**src/rtl/fp_mul_pipe.sv**
```systemverilog
// rtl/fp_mul_pipe.sv - pipelined parametrised FP multiplier with flush-to-zero and five rounding modes
// Optional sticky flag accumulators are enabled by defining FP_MUL_STICKY_FLAGS_EN.
module fp_mul_pipe #(
    parameter int EXP_W  = 8,
    parameter int FRC_W  = 23,
    parameter int STAGES = 3
) (
    input  logic                 clk,
    input  logic                 rst_n,
    input  logic                 in_valid,
    output logic                 in_ready,
    input  logic [EXP_W+FRC_W:0] fp_X,
    input  logic [EXP_W+FRC_W:0] fp_Y,
    input  logic [2:0]           r_mode,
    output logic                 out_valid,
    input  logic                 out_ready,
    output logic [EXP_W+FRC_W:0] fp_Z,
    output logic                 ovrf,
    output logic                 udrf,
    output logic                 inv
`ifdef FP_MUL_STICKY_FLAGS_EN
    ,
    input  logic                 flag_clr,
    output logic                 ovrf_stky,
    output logic                 udrf_stky,
    output logic                 inv_stky
`endif
);

    localparam int W      = 1 + EXP_W + FRC_W;
    localparam int MW     = FRC_W + 1;
    localparam int PW     = 2 * MW;
    localparam int EW2    = EXP_W + 2;
    localparam int PL_W   = 1 + 2 + PW + EW2 + 3;
    localparam int BIAS_I = (1 << (EXP_W - 1)) - 1;
    localparam int EMAX_I = (1 << EXP_W) - 1;

    localparam logic signed [EW2-1:0] BIAS   = BIAS_I[EW2-1:0];
    localparam logic signed [EW2-1:0] EMAX   = EMAX_I[EW2-1:0];
    localparam logic signed [EW2-1:0] ZERO_S = '0;

    localparam logic [1:0] CLS_NUM  = 2'd0;
    localparam logic [1:0] CLS_ZERO = 2'd1;
    localparam logic [1:0] CLS_INF  = 2'd2;
    localparam logic [1:0] CLS_NAN  = 2'd3;

    localparam logic [2:0] RM_RNE = 3'd0;
    localparam logic [2:0] RM_RTZ = 3'd1;
    localparam logic [2:0] RM_RDN = 3'd2;
    localparam logic [2:0] RM_RUP = 3'd3;
    localparam logic [2:0] RM_RMM = 3'd4;

    localparam logic [W-1:0] QNAN = {1'b0, {EXP_W{1'b1}}, 1'b1, {(FRC_W-1){1'b0}}};

    logic w_adv;
    logic r_out_valid;

    assign w_adv    = !r_out_valid || out_ready;
    assign in_ready = w_adv;

    // ---------------- S1: unpack, classify, sign ----------------
    logic [EXP_W-1:0] w_x_exp, w_y_exp;
    logic [FRC_W-1:0] w_x_frc, w_y_frc;
    logic             w_x_nan, w_y_nan, w_x_inf, w_y_inf, w_x_zero, w_y_zero;
    logic [1:0]       w_cls;
    logic [2:0]       w_mode;

    assign w_x_exp  = fp_X[W-2 -: EXP_W];
    assign w_y_exp  = fp_Y[W-2 -: EXP_W];
    assign w_x_frc  = fp_X[FRC_W-1:0];
    assign w_y_frc  = fp_Y[FRC_W-1:0];
    assign w_x_nan  = (&w_x_exp) && (|w_x_frc);
    assign w_y_nan  = (&w_y_exp) && (|w_y_frc);
    assign w_x_inf  = (&w_x_exp) && !(|w_x_frc);
    assign w_y_inf  = (&w_y_exp) && !(|w_y_frc);
    // exp==0 covers both true zero and subnormals, which are flushed here
    assign w_x_zero = ~|w_x_exp;
    assign w_y_zero = ~|w_y_exp;
    assign w_mode   = (r_mode > RM_RMM) ? RM_RNE : r_mode;

    always_comb begin
        w_cls = CLS_NUM;
        if (w_x_nan || w_y_nan)
            w_cls = CLS_NAN;
        else if ((w_x_inf && w_y_zero) || (w_x_zero && w_y_inf))
            w_cls = CLS_NAN;
        else if (w_x_inf || w_y_inf)
            w_cls = CLS_INF;
        else if (w_x_zero || w_y_zero)
            w_cls = CLS_ZERO;
    end

    logic             r_s1_valid;
    logic             r_s1_sign;
    logic [1:0]       r_s1_cls;
    logic [MW-1:0]    r_s1_mx, r_s1_my;
    logic [EXP_W-1:0] r_s1_ex, r_s1_ey;
    logic [2:0]       r_s1_mode;

    always_ff @(posedge clk or negedge rst_n) begin
        if (!rst_n) begin
            r_s1_valid <= 1'b0;
            r_s1_sign  <= 1'b0;
            r_s1_cls   <= CLS_ZERO;
            r_s1_mx    <= '0;
            r_s1_my    <= '0;
            r_s1_ex    <= '0;
            r_s1_ey    <= '0;
            r_s1_mode  <= RM_RNE;
        end else if (w_adv) begin
            r_s1_valid <= in_valid;
            r_s1_sign  <= fp_X[W-1] ^ fp_Y[W-1];
            r_s1_cls   <= w_cls;
            r_s1_mx    <= {1'b1, w_x_frc};
            r_s1_my    <= {1'b1, w_y_frc};
            r_s1_ex    <= w_x_exp;
            r_s1_ey    <= w_y_exp;
            r_s1_mode  <= w_mode;
        end
    end

    // ---------------- S2: mantissa product and exponent sum ----------------
    logic [PW-1:0]         w_m_prod;
    logic signed [EW2-1:0] w_m_esum;
    logic [PL_W-1:0]       w_m_pl;

    assign w_m_prod = {{MW{1'b0}}, r_s1_mx} * {{MW{1'b0}}, r_s1_my};
    assign w_m_esum = $signed({2'b00, r_s1_ex}) + $signed({2'b00, r_s1_ey}) - BIAS;
    assign w_m_pl   = {r_s1_sign, r_s1_cls, w_m_prod, w_m_esum, r_s1_mode};

    logic            w_t_valid;
    logic [PL_W-1:0] w_t_pl;

    // With STAGES==2 the multiplier feeds the final stage combinationally.
    generate
        if (STAGES == 2) begin : g_no_mid
            assign w_t_valid = r_s1_valid;
            assign w_t_pl    = w_m_pl;
        end else begin : g_mid
            localparam int MID = STAGES - 2;
            logic [MID-1:0]  r_mid_valid;
            logic [PL_W-1:0] r_mid_pl [MID];

            always_ff @(posedge clk or negedge rst_n) begin
                if (!rst_n) begin
                    r_mid_valid <= '0;
                    for (int i = 0; i < MID; i++) r_mid_pl[i] <= '0;
                end else if (w_adv) begin
                    r_mid_valid[0] <= r_s1_valid;
                    r_mid_pl[0]    <= w_m_pl;
                    for (int i = 1; i < MID; i++) begin
                        r_mid_valid[i] <= r_mid_valid[i-1];
                        r_mid_pl[i]    <= r_mid_pl[i-1];
                    end
                end
            end

            assign w_t_valid = r_mid_valid[MID-1];
            assign w_t_pl    = r_mid_pl[MID-1];
        end
    endgenerate

    // ---------------- last stage: normalise, round, pack, flags ----------------
    logic                  w_t_sign;
    logic [1:0]            w_t_cls;
    logic [PW-1:0]         w_t_prod;
    logic signed [EW2-1:0] w_t_esum;
    logic [2:0]            w_t_mode;

    assign w_t_sign = w_t_pl[PL_W-1];
    assign w_t_cls  = w_t_pl[PL_W-2 -: 2];
    assign w_t_prod = w_t_pl[PL_W-4 -: PW];
    assign w_t_esum = $signed(w_t_pl[3 +: EW2]);
    assign w_t_mode = w_t_pl[2:0];

    logic                  w_hi;
    logic [FRC_W-1:0]      w_mant;
    logic                  w_guard, w_stick, w_inc, w_to_inf;
    logic [MW-1:0]         w_mant_r;
    logic signed [EW2-1:0] w_exp_n, w_exp_r;
    logic                  w_of, w_uf;
    logic [W-1:0]          w_res;
    logic                  w_ovrf, w_udrf, w_inv;

    assign w_hi     = w_t_prod[PW-1];
    assign w_mant   = w_hi ? w_t_prod[PW-2 -: FRC_W] : w_t_prod[PW-3 -: FRC_W];
    assign w_guard  = w_hi ? w_t_prod[PW-2-FRC_W]    : w_t_prod[PW-3-FRC_W];
    // round and lower bits collapse into one sticky bit; decisions only need "any below guard"
    assign w_stick  = w_hi ? (|w_t_prod[PW-3-FRC_W:0]) : (|w_t_prod[PW-4-FRC_W:0]);
    assign w_exp_n  = w_t_esum + $signed({{(EW2-1){1'b0}}, w_hi});

    always_comb begin
        w_inc = 1'b0;
        case (w_t_mode)
            RM_RTZ:  w_inc = 1'b0;
            RM_RDN:  w_inc = w_t_sign && (w_guard || w_stick);
            RM_RUP:  w_inc = !w_t_sign && (w_guard || w_stick);
            RM_RMM:  w_inc = w_guard;
            default: w_inc = w_guard && (w_stick || w_mant[0]);
        endcase
    end

    assign w_mant_r = {1'b0, w_mant} + {{FRC_W{1'b0}}, w_inc};
    // a carry out of the fraction leaves it all-zero, so only the exponent moves
    assign w_exp_r  = w_exp_n + $signed({{(EW2-1){1'b0}}, w_mant_r[FRC_W]});
    assign w_of     = (w_exp_r >= EMAX);
    assign w_uf     = (w_exp_r <= ZERO_S);

    always_comb begin
        w_to_inf = 1'b1;
        case (w_t_mode)
            RM_RTZ:  w_to_inf = 1'b0;
            RM_RDN:  w_to_inf = w_t_sign;
            RM_RUP:  w_to_inf = !w_t_sign;
            default: w_to_inf = 1'b1;
        endcase
    end

    always_comb begin
        w_res  = '0;
        w_ovrf = 1'b0;
        w_udrf = 1'b0;
        w_inv  = 1'b0;
        case (w_t_cls)
            CLS_NAN: begin
                w_res = QNAN;
                w_inv = 1'b1;
            end
            CLS_INF:  w_res = {w_t_sign, {EXP_W{1'b1}}, {FRC_W{1'b0}}};
            CLS_ZERO: w_res = {w_t_sign, {(W-1){1'b0}}};
            default: begin
                if (w_of) begin
                    w_ovrf = 1'b1;
                    if (w_to_inf)
                        w_res = {w_t_sign, {EXP_W{1'b1}}, {FRC_W{1'b0}}};
                    else
                        w_res = {w_t_sign, {(EXP_W-1){1'b1}}, 1'b0, {FRC_W{1'b1}}};
                end else if (w_uf) begin
                    w_udrf = 1'b1;
                    w_res  = {w_t_sign, {(W-1){1'b0}}};
                end else begin
                    w_res = {w_t_sign, w_exp_r[EXP_W-1:0], w_mant_r[FRC_W-1:0]};
                end
            end
        endcase
    end

    logic [W-1:0] r_z;
    logic         r_ovrf, r_udrf, r_inv;

    always_ff @(posedge clk or negedge rst_n) begin
        if (!rst_n) begin
            r_out_valid <= 1'b0;
            r_z         <= '0;
            r_ovrf      <= 1'b0;
            r_udrf      <= 1'b0;
            r_inv       <= 1'b0;
        end else if (w_adv) begin
            r_out_valid <= w_t_valid;
            if (w_t_valid) begin
                r_z    <= w_res;
                r_ovrf <= w_ovrf;
                r_udrf <= w_udrf;
                r_inv  <= w_inv;
            end
        end
    end

    assign out_valid = r_out_valid;
    assign fp_Z      = r_z;
    assign ovrf      = r_ovrf;
    assign udrf      = r_udrf;
    assign inv       = r_inv;

`ifdef FP_MUL_STICKY_FLAGS_EN
    logic w_acc;
    logic r_ovrf_stky, r_udrf_stky, r_inv_stky;

    assign w_acc = r_out_valid && out_ready;

    // a setting event beats a simultaneous clear
    always_ff @(posedge clk or negedge rst_n) begin
        if (!rst_n) begin
            r_ovrf_stky <= 1'b0;
            r_udrf_stky <= 1'b0;
            r_inv_stky  <= 1'b0;
        end else begin
            if (w_acc && r_ovrf)  r_ovrf_stky <= 1'b1;
            else if (flag_clr)    r_ovrf_stky <= 1'b0;
            if (w_acc && r_udrf)  r_udrf_stky <= 1'b1;
            else if (flag_clr)    r_udrf_stky <= 1'b0;
            if (w_acc && r_inv)   r_inv_stky  <= 1'b1;
            else if (flag_clr)    r_inv_stky  <= 1'b0;
        end
    end

    assign ovrf_stky = r_ovrf_stky;
    assign udrf_stky = r_udrf_stky;
    assign inv_stky  = r_inv_stky;
`endif

endmodule

```
**config.mk**
```make
export PLATFORM = sky130hd
export DESIGN_NAME = fp_mul_pipe
export DESIGN_NICKNAME = d
export VERILOG_FILES = /design/src/rtl/fp_mul_pipe.sv
export SDC_FILE = /design/constraint.sdc
export NUM_CORES = 2
export LEC_CHECK = 0
export BUFFER_PORTS_ARGS = -buffer_cell sky130_fd_sc_hd__buf_2
export CORE_ASPECT_RATIO = 0.7
export CORE_MARGIN = 2
export CORE_UTILIZATION = 44
export CTS_CLUSTER_DIAMETER = 80
export DETAILED_ROUTE_END_ITERATION = 8
export PLACE_DENSITY_LB_ADDON = 0.12
export SYNTH_ARGS = -nofsm -noshare
export SYNTH_HDL_FRONTEND = slang
export SYNTH_SLANG_ARGS = --single-unit
export TNS_END_PERCENT = 30
```
**constraint.sdc**
```tcl
create_clock -name clk -period 8.5 [get_ports clk]
set_clock_uncertainty 0.15 [all_clocks]
set_input_delay 0 -clock clk [delete_from_list [all_inputs] [get_ports clk]]
set_output_delay 0 -clock clk [all_outputs]
set_load 0.005 [all_outputs]
```
==> summary.txt <==
Logic synthesis
  • Synth top area share: 0.354
  • Dominant cell type by area after synthesis: fa_1
  • Post-synth top flop: dfrtp_1
  • Mapped Nets: 3,872
  • Fraction of registers with async set/reset: 1.00
  • Synth Warn #: 0
  • Post-synth EDFFs: 0
  • Post-Syn Instances: 3,125
  • FF+latch count, synth: 171
  • Top cells by area, synth: fa_1, dfrtp_1, nand2_1
  • Syn avg cell area: 8.75 um2
  • Mapped Area: 27,300 um2
  • Post-synth cell types: 78
  • Seq/Total Area, Yosys: 0.157

Timing
  • Final Slew Violations: 0
  • Hold WS: 0.111 ns
  • Relative slew slack: 0.161
  • Period minus WS final: 7.73 ns
  • Fmax: 0.129 GHz
  • RSZ-0062 raised after global routing: no
  • Slew at the pin with the worst max-slew slack: 1.26 ns
  • Final setup viols: 0
  • Fin. Hold Viols: 0
  • Tcrit/Tclk final: 0.909
  • Setup TNS: 0 ns

Critical path
  • Slowest stage delay, CP: 1.10 ns
  • Max FO, Critical Path: 25
  • Critical-path cell list: nand2_1 -> fa_1 -> inv_1 -> fa_1 -> inv_1 -> fa_1 -> fa_1 -> fa_1 -> inv_1 -> fa_1 -> inv_1 -> fa_1 -> inv_1 -> ha_1 -> nand2_1 -> o21ai_0 -> a21o_1 -> a31oi_1 -> a2111o_1 -> a31oi_1 -> a21oi_1 -> o311a_1 -> a21oi_1
  • CP Buf/Inv Count: 5
  • Required time of the critical path: 8.75 ns
  • Worst Path Arrival: 7.98 ns
  • CP top delay family: adder cells
  • Crit end category: flip-flop
  • Crit Reg-Reg Startpoint: r_s1_my[3]$_DFFE_PN0N_
  • Crit path max-delay cell type: dfrtp_1
  • Crit path top cell by count: fa_1
  • Worst setup SP type: flip-flop
  • Path type of the worst setup path: flip-flop to flip-flop
  • CP Launch Point: r_s1_my[3]$_DFFE_PN0N_

Final layout
  • Area growth syn-to-layout: 9.80%
  • Layout cells sized above 1: 0.0659
  • Most frequent cells in the layout: nand2_1, inv_1, fa_1
  • Final nets: 3,953
  • FILL cells: 5,954
  • # diodes: 0
  • Most common cell after layout, fill and taps aside: nand2_1

Detailed routing
  • Via count: 20,900
  • Final wirelength: 75,700 um
  • Drt pass-1 iters: 8
  • Iter 0 DRT Violations: 1,430
  • Routed WL per cell: 18.8 um
  • Residual DRC: 0
  • Post-route ant nets: 0
  • Via density: 5.17

Job
  • Maxcap violations: 0

Floorplan
  • FP Rows: 76
  • Io pins: 108
  • Core area: 61,400 um2
  • Die Span X: 302 um
  • Die height: 213 um
  • Die area: 64,200 um2
  • Starting Density: 0.445

Clock tree
  • Number of H-tree levels: 4
  • # Post-CTS Setup Buffers: 0
  • Sinks on the clock net: 171
  • Clk buf depth: 2
  • CTS clk-pin slew, worst paths: 0.09 ns
  • CTS tree: done
  • Worst-Skew Late Latency: 0.49 ns
  • CTS buffer count: 17
  • PostCTS Resize Cnt: 0
  • Clk root buf: clkbuf_16

GRT
  • Initial antenna violation count: 1
  • First-pass GRT wire length: 124,000 um
  • Vias in the first global route: 22,200
  • Grt ovf: 0
  • All-Layer GR Usage: 0.251
  • Largest net degree at the start of global routing: 88

Place
  • IO buf count: 107
  • Hpwl dp: 60,100 um
  • GP Congestion: 0.913

Hold path
  • Hold Crit Start: fp_Y[22]
  • Class of the worst hold path: input pin to flip-flop

Outcome
  • Status: completed
[logic make-up (layout without fill, tap and decap cells)]
logic type,count (synthesis),count (layout),synth area share
xor gates and xnor gates,85,85,0.0275
AOI/OAI and AO/OA,284,284,0.0650
buffers and inverters,724,818,0.0998
muxes,26,26,0.00984
DFF,171,171,0.157
and+or+nand+nor,1159,1159,0.199
adders and majority gates,676,676,0.442
[per-stage QoR]
step	worst slack (ns)	cells	cell area, um2	util
floorplan	1.80	3125	27300	-
global placement	0.961	3924	28600	0.465
detailed placement	0.856	3924	28600	0.465
CTS	0.825	4038	30000	0.489
global route	0.392	4038	30000	0.489
finish	0.770	4038	30000	0.489
[metal layers]
layer  vias up  wire (um)  share of wire  GRT usage
met5         -          0              0          0
li1       9628          -              -          -
met1     10500      37000           0.49      0.381
met4         0       1330          0.018     0.0575
met2       658      32300           0.43      0.371
met3        66       5160          0.068     0.0483
[sequential cells by signal (all words and copies together), names as in the netlist]
name,cells
fp_Z,32
g_mid.r_mid_pl,64
g_mid.r_mid_valid,1
inv,1
out_valid,1
ovrf,1
r_s1_cls,2
r_s1_ex,8
r_s1_ey,8
r_s1_mode,3
r_s1_mx,24
r_s1_my,23
r_s1_sign,1
r_s1_valid,1
udrf,1
[synth_stat cells (4+ instances only)]
cell	n
a211oi_1	6
a21o_1	21
a21oi_1	108
a221o_1	7
a31oi_1	8
and2_1	301
and3_1	8
buf_1	11
buf_2	6
clkbuf_1	147
dfrtp_1	170
fa_1	484
ha_1	192
inv_1	556
mux2_2	7
mux2i_1	19
nand2_1	643
nand2b_1	5
nand3_1	32
nand3b_1	7
nand4_1	17
nor2_1	88
nor2b_1	8
nor3_1	10
nor4_1	18
o211ai_1	4
o21a_1	5
o21ai_0	61
o21ai_1	18
o21bai_1	7
xnor2_1	44
xor2_1	40
[path summary, 6_finish.rpt]
check | endpoint | slack [ns] | cells past startpoint
max reg2reg | g_mid.r_mid_pl[59]$_DFFE_PN0N_ | 0.77 | 23
min reg2reg | fp_Z[30]$_DFFE_PN0P_ | 0.32 | 2
max | g_mid.r_mid_pl[59]$_DFFE_PN0N_ | 0.77 | 23
max in group asynchronous | r_s1_mx[5]$_DFFE_PN0N_ | 6.04 | 5
min in group asynchronous | r_s1_cls[0]$_DFFE_PN1N_ | 0.43 | 3
min | r_s1_my[22]$_DFFE_PN0N_ | 0.11 | 4
[final cells by class]
| type | count | area, um2 | share of cell area |
|---|---|---|---|
| Multi-Input combinational cell | 2230 | 20300 | 0.677 |
| Timing Repair Buffer | 227 | 1670 | 0.0555 |
| Clock buffer | 17 | 425 | 0.0142 |
| Tap cell | 819 | 1020 | 0.0341 |
| Sequential cell | 171 | 4280 | 0.143 |
| Clock inverter | 15 | 183 | 0.00609 |
| Inverter | 559 | 2100 | 0.0700 |
[tightest hold or removal path: stages]
cell           delay (ns)
dlygate4sd3_1        0.52
buf_2                0.11
nand2_1              0.05
nand2_1              0.05
[what timing repair did]
action	CTS	global route
hold buffers	82	0
hold endpoints to repair	137	0
setup endpoints to repair	0	0
Power is not shown: default switching activity piles up to over one toggle a cycle in this logic, so the estimate is an artifact.
